**src/rtl/rwt_tag_stream_arbiter.sv**
```systemverilog
// Merges a sample data stream and a tag stream into one escape-flagged output stream.
// Tags get bounded priority over waiting data; tags and escape-colliding data are flagged.
module rwt_tag_stream_arbiter #(
    parameter int DWIDTH        = 64,
    parameter int MAX_TAG_BURST = 4,
    parameter int CWIDTH        = 16
) (
    input  logic              clk,
    input  logic              areset,
    input  logic              enable,
    input  logic [DWIDTH-1:0] tag_escape,
    output logic              s_data_ready,
    input  logic              s_data_valid,
    input  logic [DWIDTH-1:0] s_data_data,
    input  logic              s_data_last,
    output logic              s_tag_ready,
    input  logic              s_tag_valid,
    input  logic [DWIDTH-1:0] s_tag_data,
    input  logic              m_axi_ready,
    output logic              m_axi_valid,
    output logic              m_axi_escape,
    output logic [DWIDTH-1:0] m_axi_data,
    output logic              m_axi_last,
    output logic [CWIDTH-1:0] tag_sent_count,
    output logic [CWIDTH-1:0] tag_drop_count,
    output logic [CWIDTH-1:0] collision_count
);

    localparam int BW = $clog2(MAX_TAG_BURST + 1);
    localparam logic [BW-1:0] BURST_MAX = BW'(MAX_TAG_BURST);

    function automatic logic [CWIDTH-1:0] sat_inc(input logic [CWIDTH-1:0] v);
        if (&v) begin
            return v;
        end else begin
            return v + CWIDTH'(1'b1);
        end
    endfunction

    logic              m_valid_r;
    logic              m_escape_r;
    logic [DWIDTH-1:0] m_data_r;
    logic              m_last_r;
    logic [BW-1:0]     burst_cnt_r;
    logic [CWIDTH-1:0] tag_sent_r;
    logic [CWIDTH-1:0] tag_drop_r;
    logic [CWIDTH-1:0] collision_r;

    logic load_s;
    logic sel_tag_s;
    logic sel_data_s;
    logic collision_s;
    logic drop_s;

    assign load_s      = !m_valid_r | m_axi_ready;
    assign collision_s = (s_data_data == tag_escape);
    assign drop_s      = !enable & s_tag_valid;

    // Source selection: tag first while under the burst limit, then data, then a lone tag.
    always_comb begin
        sel_tag_s  = 1'b0;
        sel_data_s = 1'b0;
        if (enable && s_tag_valid && (burst_cnt_r < BURST_MAX)) begin
            sel_tag_s = 1'b1;
        end else if (s_data_valid) begin
            sel_data_s = 1'b1;
        end else if (enable && s_tag_valid) begin
            sel_tag_s = 1'b1;
        end else begin
            sel_tag_s  = 1'b0;
            sel_data_s = 1'b0;
        end
    end

    // Handshakes are blocked during reset; a disabled tag input always drains.
    assign s_data_ready = !areset & load_s & sel_data_s;
    assign s_tag_ready  = !enable | (!areset & load_s & sel_tag_s);

    // Output word register, held stable while the consumer stalls.
    always_ff @(posedge clk or posedge areset) begin
        if (areset) begin
            m_valid_r  <= 1'b0;
            m_escape_r <= 1'b0;
            m_data_r   <= '0;
            m_last_r   <= 1'b0;
        end else if (load_s) begin
            if (sel_tag_s) begin
                m_valid_r  <= 1'b1;
                m_escape_r <= 1'b1;
                m_data_r   <= s_tag_data;
                m_last_r   <= 1'b0;
            end else if (sel_data_s) begin
                m_valid_r  <= 1'b1;
                m_escape_r <= collision_s;
                m_data_r   <= s_data_data;
                m_last_r   <= s_data_last;
            end else begin
                m_valid_r  <= 1'b0;
            end
        end
    end

    // Consecutive-tag counter; any data load reopens the tag window.
    always_ff @(posedge clk or posedge areset) begin
        if (areset) begin
            burst_cnt_r <= '0;
        end else if (load_s && sel_tag_s) begin
            if (burst_cnt_r != BURST_MAX) begin
                burst_cnt_r <= burst_cnt_r + BW'(1'b1);
            end
        end else if (load_s && sel_data_s) begin
            burst_cnt_r <= '0;
        end
    end

    // Saturating statistics, updated on the edge of the load or drop they count.
    always_ff @(posedge clk or posedge areset) begin
        if (areset) begin
            tag_sent_r  <= '0;
            tag_drop_r  <= '0;
            collision_r <= '0;
        end else begin
            if (load_s && sel_tag_s) begin
                tag_sent_r <= sat_inc(tag_sent_r);
            end
            if (drop_s) begin
                tag_drop_r <= sat_inc(tag_drop_r);
            end
            if (load_s && sel_data_s && collision_s) begin
                collision_r <= sat_inc(collision_r);
            end
        end
    end

    assign m_axi_valid     = m_valid_r;
    assign m_axi_escape    = m_escape_r;
    assign m_axi_data      = m_data_r;
    assign m_axi_last      = m_last_r;
    assign tag_sent_count  = tag_sent_r;
    assign tag_drop_count  = tag_drop_r;
    assign collision_count = collision_r;

endmodule

```
**config.mk**
```make
export PLATFORM = sky130hd
export DESIGN_NAME = rwt_tag_stream_arbiter
export DESIGN_NICKNAME = d
export VERILOG_FILES = /design/src/rtl/rwt_tag_stream_arbiter.sv
export SDC_FILE = /design/constraint.sdc
export NUM_CORES = 1
export LEC_CHECK = 0
export BUFFER_PORTS_ARGS = -buffer_cell sky130_fd_sc_hd__buf_4
export CORE_AREA = 2 2 121 123
export CTS_BUF_LIST = sky130_fd_sc_hd__clkbuf_8
export CTS_CLUSTER_DIAMETER = 80
export DETAILED_ROUTE_END_ITERATION = 7
export DIE_AREA = 0 0 123 125
export HOLD_SLACK_MARGIN = 0.15
export PLACE_DENSITY = 0.87
export SLEW_MARGIN = 10
export SYNTH_ARGS = -nofsm -noshare
export SYNTH_HDL_FRONTEND = slang
export SYNTH_SLANG_ARGS = --single-unit
```
**constraint.sdc**
```tcl
create_clock -name clk -period 4.1 [get_ports clk]
set_input_delay 0.41 -clock clk [delete_from_list [all_inputs] [get_ports clk]]
set_output_delay 0.41 -clock clk [all_outputs]
set_load 0.01 [all_outputs]
```
* After elaboration in Yosys (flattened, before gate mapping)
Cells that the tools add are included.
** Word-level totals
- Flip-flop bits (word level) :: 118
- Input port bits :: 199
- Output and inout port bits :: 117
** Operators by class
- Add/sub/neg operators :: 4
- Order comparisons :: 1
- Eq/ne operators :: 3
- Muxes and demuxes :: 16
- Bitwise gates (word level) :: 9
- Reductions and logical operators :: 18
** Operator list (count)
- $mux W64 :: 2
- $eq A64 B64 Y1 :: 1
- $add A16 B1 Y16 const B :: 3
- $reduce_and A16 Y1 :: 3
- $mux W1 :: 11
- $reduce_and A2 Y1 :: 5
- $mux W3 :: 3
- $logic_and A1 B1 Y1 :: 5
- $and A1 B1 Y1 :: 4
- $reduce_bool A2 Y1 :: 2
- $add A3 B1 Y3 const B :: 1
- $logic_not A1 Y1 :: 3
- $lt A3 B3 Y1 const B :: 1
- $ne A3 B3 Y1 const B :: 1
- $not A1 Y1 :: 3
- $ne A2 B1 Y1 const B :: 1
- $or A1 B1 Y1 :: 2

* Longest topological paths before layout
- Word-level depth :: 7
- Gate-level depth with buffers :: 9
- Depth with buffers taken out :: 7

* Least setup slack after synthesis
No wires, ideal clock.
- Kind :: input-to-reg
- Start point :: input port m_axi_ready
- End point :: register collision_r[1] (netlist: collision_count[1])
- Arrival :: 1947 ps
- Required time :: 3975 ps
- Slack :: 2028 ps
- Stages :: 6
- Buffers on the path :: 0
- Cell sequence :: nand2b_2 o211ai_2 nor4_1 nand4_2 or3b_1 mux2_4
** Between the ends
- Word-level cells in the longest chain between the ends :: 4
** RTL lines
- from (decl) :: RTL line 19 : input logic m_axi_ready,
- $or A1 B1 Y1 :: RTL line 55 : assign load_s = !m_valid_r | m_axi_ready;
- $logic_and A1 B1 Y1 (2 in series) :: RTL line 129 : if (load_s && sel_data_s && collision_s) begin
- $reduce_and A2 Y1 (no source line)
- to (signal assigned) :: RTL line 130 : collision_r <= sat_inc(collision_r);
- to (decl) :: RTL line 47 : logic [CWIDTH-1:0] collision_r;
Every way passes these cells.
A chain may end at the register's enable or synchronous reset.

* Worst setup path in the final report
- Start point :: register burst_cnt_r[2]
- End point :: register tag_sent_r[13] (netlist: tag_sent_count[13])
** Between the ends
- Word-level cells in the longest chain between the ends :: 5
** RTL lines
- from (decl) :: RTL line 44 : logic [BW-1:0] burst_cnt_r;
- from (signal assigned) :: RTL line 109 : burst_cnt_r <= burst_cnt_r + BW'(1'b1);
- $lt A3 B3 Y1 :: RTL line 63 : if (enable && s_tag_valid && (burst_cnt_r < BURST_MAX)) begin
- $logic_and A1 B1 Y1 :: RTL line 63
- $mux W1 :: RTL line 63
- $logic_and A1 B1 Y1 :: RTL line 123 : if (load_s && sel_tag_s) begin
- $reduce_and A2 Y1 (no source line)
- to (signal assigned) :: RTL line 124 : tag_sent_r <= sat_inc(tag_sent_r);
- to (decl) :: RTL line 45 : logic [CWIDTH-1:0] tag_sent_r;
Every way passes these cells.

==> out/metrics.yaml <==
status:
  status: "finished clean"
clock_tree:
  clock_latency_ns: 0.43
  cts_buffers: 17
  htree_num_levels: 4
  cts-root-buf: "clkbuf_8"
  clock-sinks: 118
  cts_tree: "yes"
  postCtsSetupBuffers: 0
  clkTransAtPathRegs_ns: 0.07
  ctsLongestPathBuffers: 2
setup_path:
  r2r-start: "burst_cnt_r[2]"
  endpoint_kind: "flop"
  reg2reg_slack_ns: 1.51
  reg2reg_depth: 6
  crit_type: "reg2reg"
  reg2reg_to: "tag_sent_count[13]"
  required_ns: 4.40
  crit_fanout: 37
  cp-start-kind: "flop"
  critPathArrivalTime_ns: 2.89
  crit_start: "burst_cnt_r[2]"
route:
  ant_nets: 0
  num_vias: 5812
  via_per_inst: 5.13
  dr.pass1.iters: 5
  wl_per_cell_um: 18.3
  route.detailed.drc: 0
  drt_iter0_drc: 262
  wirelength_um: 20700
die:
  start_util: 0.439
  row_count: 44
  ioPinCount: 316
  die-width_um: 123
  die_area_mm2: 0.0154
  die_y_um: 125
  core_area_mm2: 0.0142
placement:
  routabilityCongestion: 0.861
  port_buffers: 315
  place_inst: 1099
  hpwlAfterDp_um: 16500
  placed_area_mm2: 0.00879
final_layout:
  fin_nets: 1139
  utilization: 0.652
  syn_to_final_growth_pct: 48.5
  fin_area_mm2: 0.00927
  instances_no_fill: 1132
  diodes: 0
  drive_above_1_share: 0.387
sta:
  timing.final.crit_period_ns: 2.59
  setup-tns-final_ns: 0
  relSlewSlack: 0.542
  rsz0062_at_grt: "no"
  drv_slew: 0
  finalSetupViolCount: 0
  hold_violations: 0
  fmax_mhz: 386
  hold-worst-slack_ns: 0.213
  skew_ns: 0.0122
  post-route-period-util: 0.632
  tightest_slew_ns: 0.687
synthesis:
  yosysMostFrequentCell: "dfrtp_1"
  ys_ff_latch: 118
  synth_top_cells_by_area: "dfrtp_1 47%, mux2i_1 10%, xnor2_1 9.0%, nand2_1 5.7%, xor2_1 5.6%"
  synth_top_cell_by_area: "dfrtp_1"
  synthTopCellsByCount: "118 x dfrtp_1, 95 x nand2_1, 68 x o21ai_0"
  netlist_instances: 619
  synthesis.area_mm2: 0.00624
  yosysWarnings: 0
  synth_ff_type: "dfrtp_1"
  seq_area_frac_synth: 0.473
  ys_types: 44
  async_flop_share: 1.00
  syn_nets: 823
  synth_top_area_frac: 0.473
  synth.avg_cell_area_um2: 10.1
  synth_edf_count: 0
min_path:
  whs_path_depth: 2
  hold_path_class: "in2reg"
  hold_path_startpoint: "s_data_last"
  min_to: "m_axi_last"
job:
  maxCapViolations: 0
global_route:
  grt_pass1_wl_um: 31900
  grt_pass1_vias: 6004
  antenna_found_initial: 0
  grt_usage: 0.276
  grt_max_degree: 77
  grt_overflow: 0
power:
  p_leak_uw: 0.00482
  powerDensity_mw_per_mm2: 401
  vdd_drop_max_uv: 236
metrics by stage:
step                      setup slack (ns)  total power [uW]
after CTS                             1.47              3750
after floorplan                      0.561              1910
after global routing                  1.28              3910
final                                 1.51              3710
after global placement               0.979              2460
after detailed placement             0.996              2490
report_power, final:
part	internal, uW	leakage (uW)	total, uW	switching [uW]
clock	755	0.000237	1240	488
sequential	1340	0.00149	1500	157
combinational	509	0.00310	974	465
cells in the final DEF, fill, tap and decap left out, drive strengths merged, types with 2 or more instances in the layout:
cell / instances
o21a: 3
buf: 320
nand3: 19
nor3: 19
or3: 2
bufinv: 5
dfrtp: 118
clkinv: 5
nor4: 11
xnor2: 64
and4: 3
a21oi: 2
o211ai: 2
and3: 6
nor2: 19
ha: 5
nand2b: 4
o21ai: 69
xor2: 40
or3b: 2
nand4: 21
inv: 14
a31oi: 2
nor2b: 2
mux2i: 64
nand2: 95
mux2: 4
clkbuf: 19
metal layers:
layer | track usage | wire, um
met3 | 0.0807 | 1550
met2 | 0.491 | 10900
met1 | 0.308 | 7700
met5 | 0 | 0
met4 | 0.104 | 529
worst max-delay path: stages (launching register included):
cell	delay (ns)
dfrtp_1	0.46
a21o_4	0.49
buf_4	0.66
nor3_1	0.13
o21ai_1	0.36
nor3_1	0.15
xor2_1	0.18
worst max path at each step:
stage	endpoint	slack [ns]	depth (start not counted)
floorplan	burst_cnt_r[0]	0.56	1
global placement	collision_count[1]	0.98	7
detailed placement	collision_count[1]	1.0	7
CTS	collision_count[1]	1.47	7
global route	tag_sent_count[13]	1.28	6
finish	tag_sent_count[13]	1.51	6
repair_timing:
action	in CTS	in global routing
hold buffers	1	0
setup endpoints to repair	0	0
resized for setup	0	0
endpoints found under the hold margin	47	0
cell families after synthesis:
family	count (synthesis)	synth area share
xor gates and xnor gates	104	0.146
and+or+nand+nor	206	0.166
AOI/OAI and AO/OA	82	0.0712
buffers and inverters	36	0.0233
DFF	118	0.473
adders and majority gates	5	0.0100
muxes	68	0.110
area by class of cell:
type	instances	area (um2)
Clock buffer	19	262
Inverter	12	47.5
Timing Repair Buffer	321	2410
Multi-Input combinational cell	465	3160
Sequential cell	118	2950
Fill cell	1168	4940
Clock inverter	13	203
Tap cell	184	230
sequential cells by signal, indices dropped and copies added (netlist names):
register,count
tag_sent_count,16
m_axi_valid,1
m_axi_escape,1
burst_cnt_r,3
m_axi_data,64
tag_drop_count,16
m_axi_last,1
collision_count,16
No activity file was read; power rests on OpenSTA's default activity.
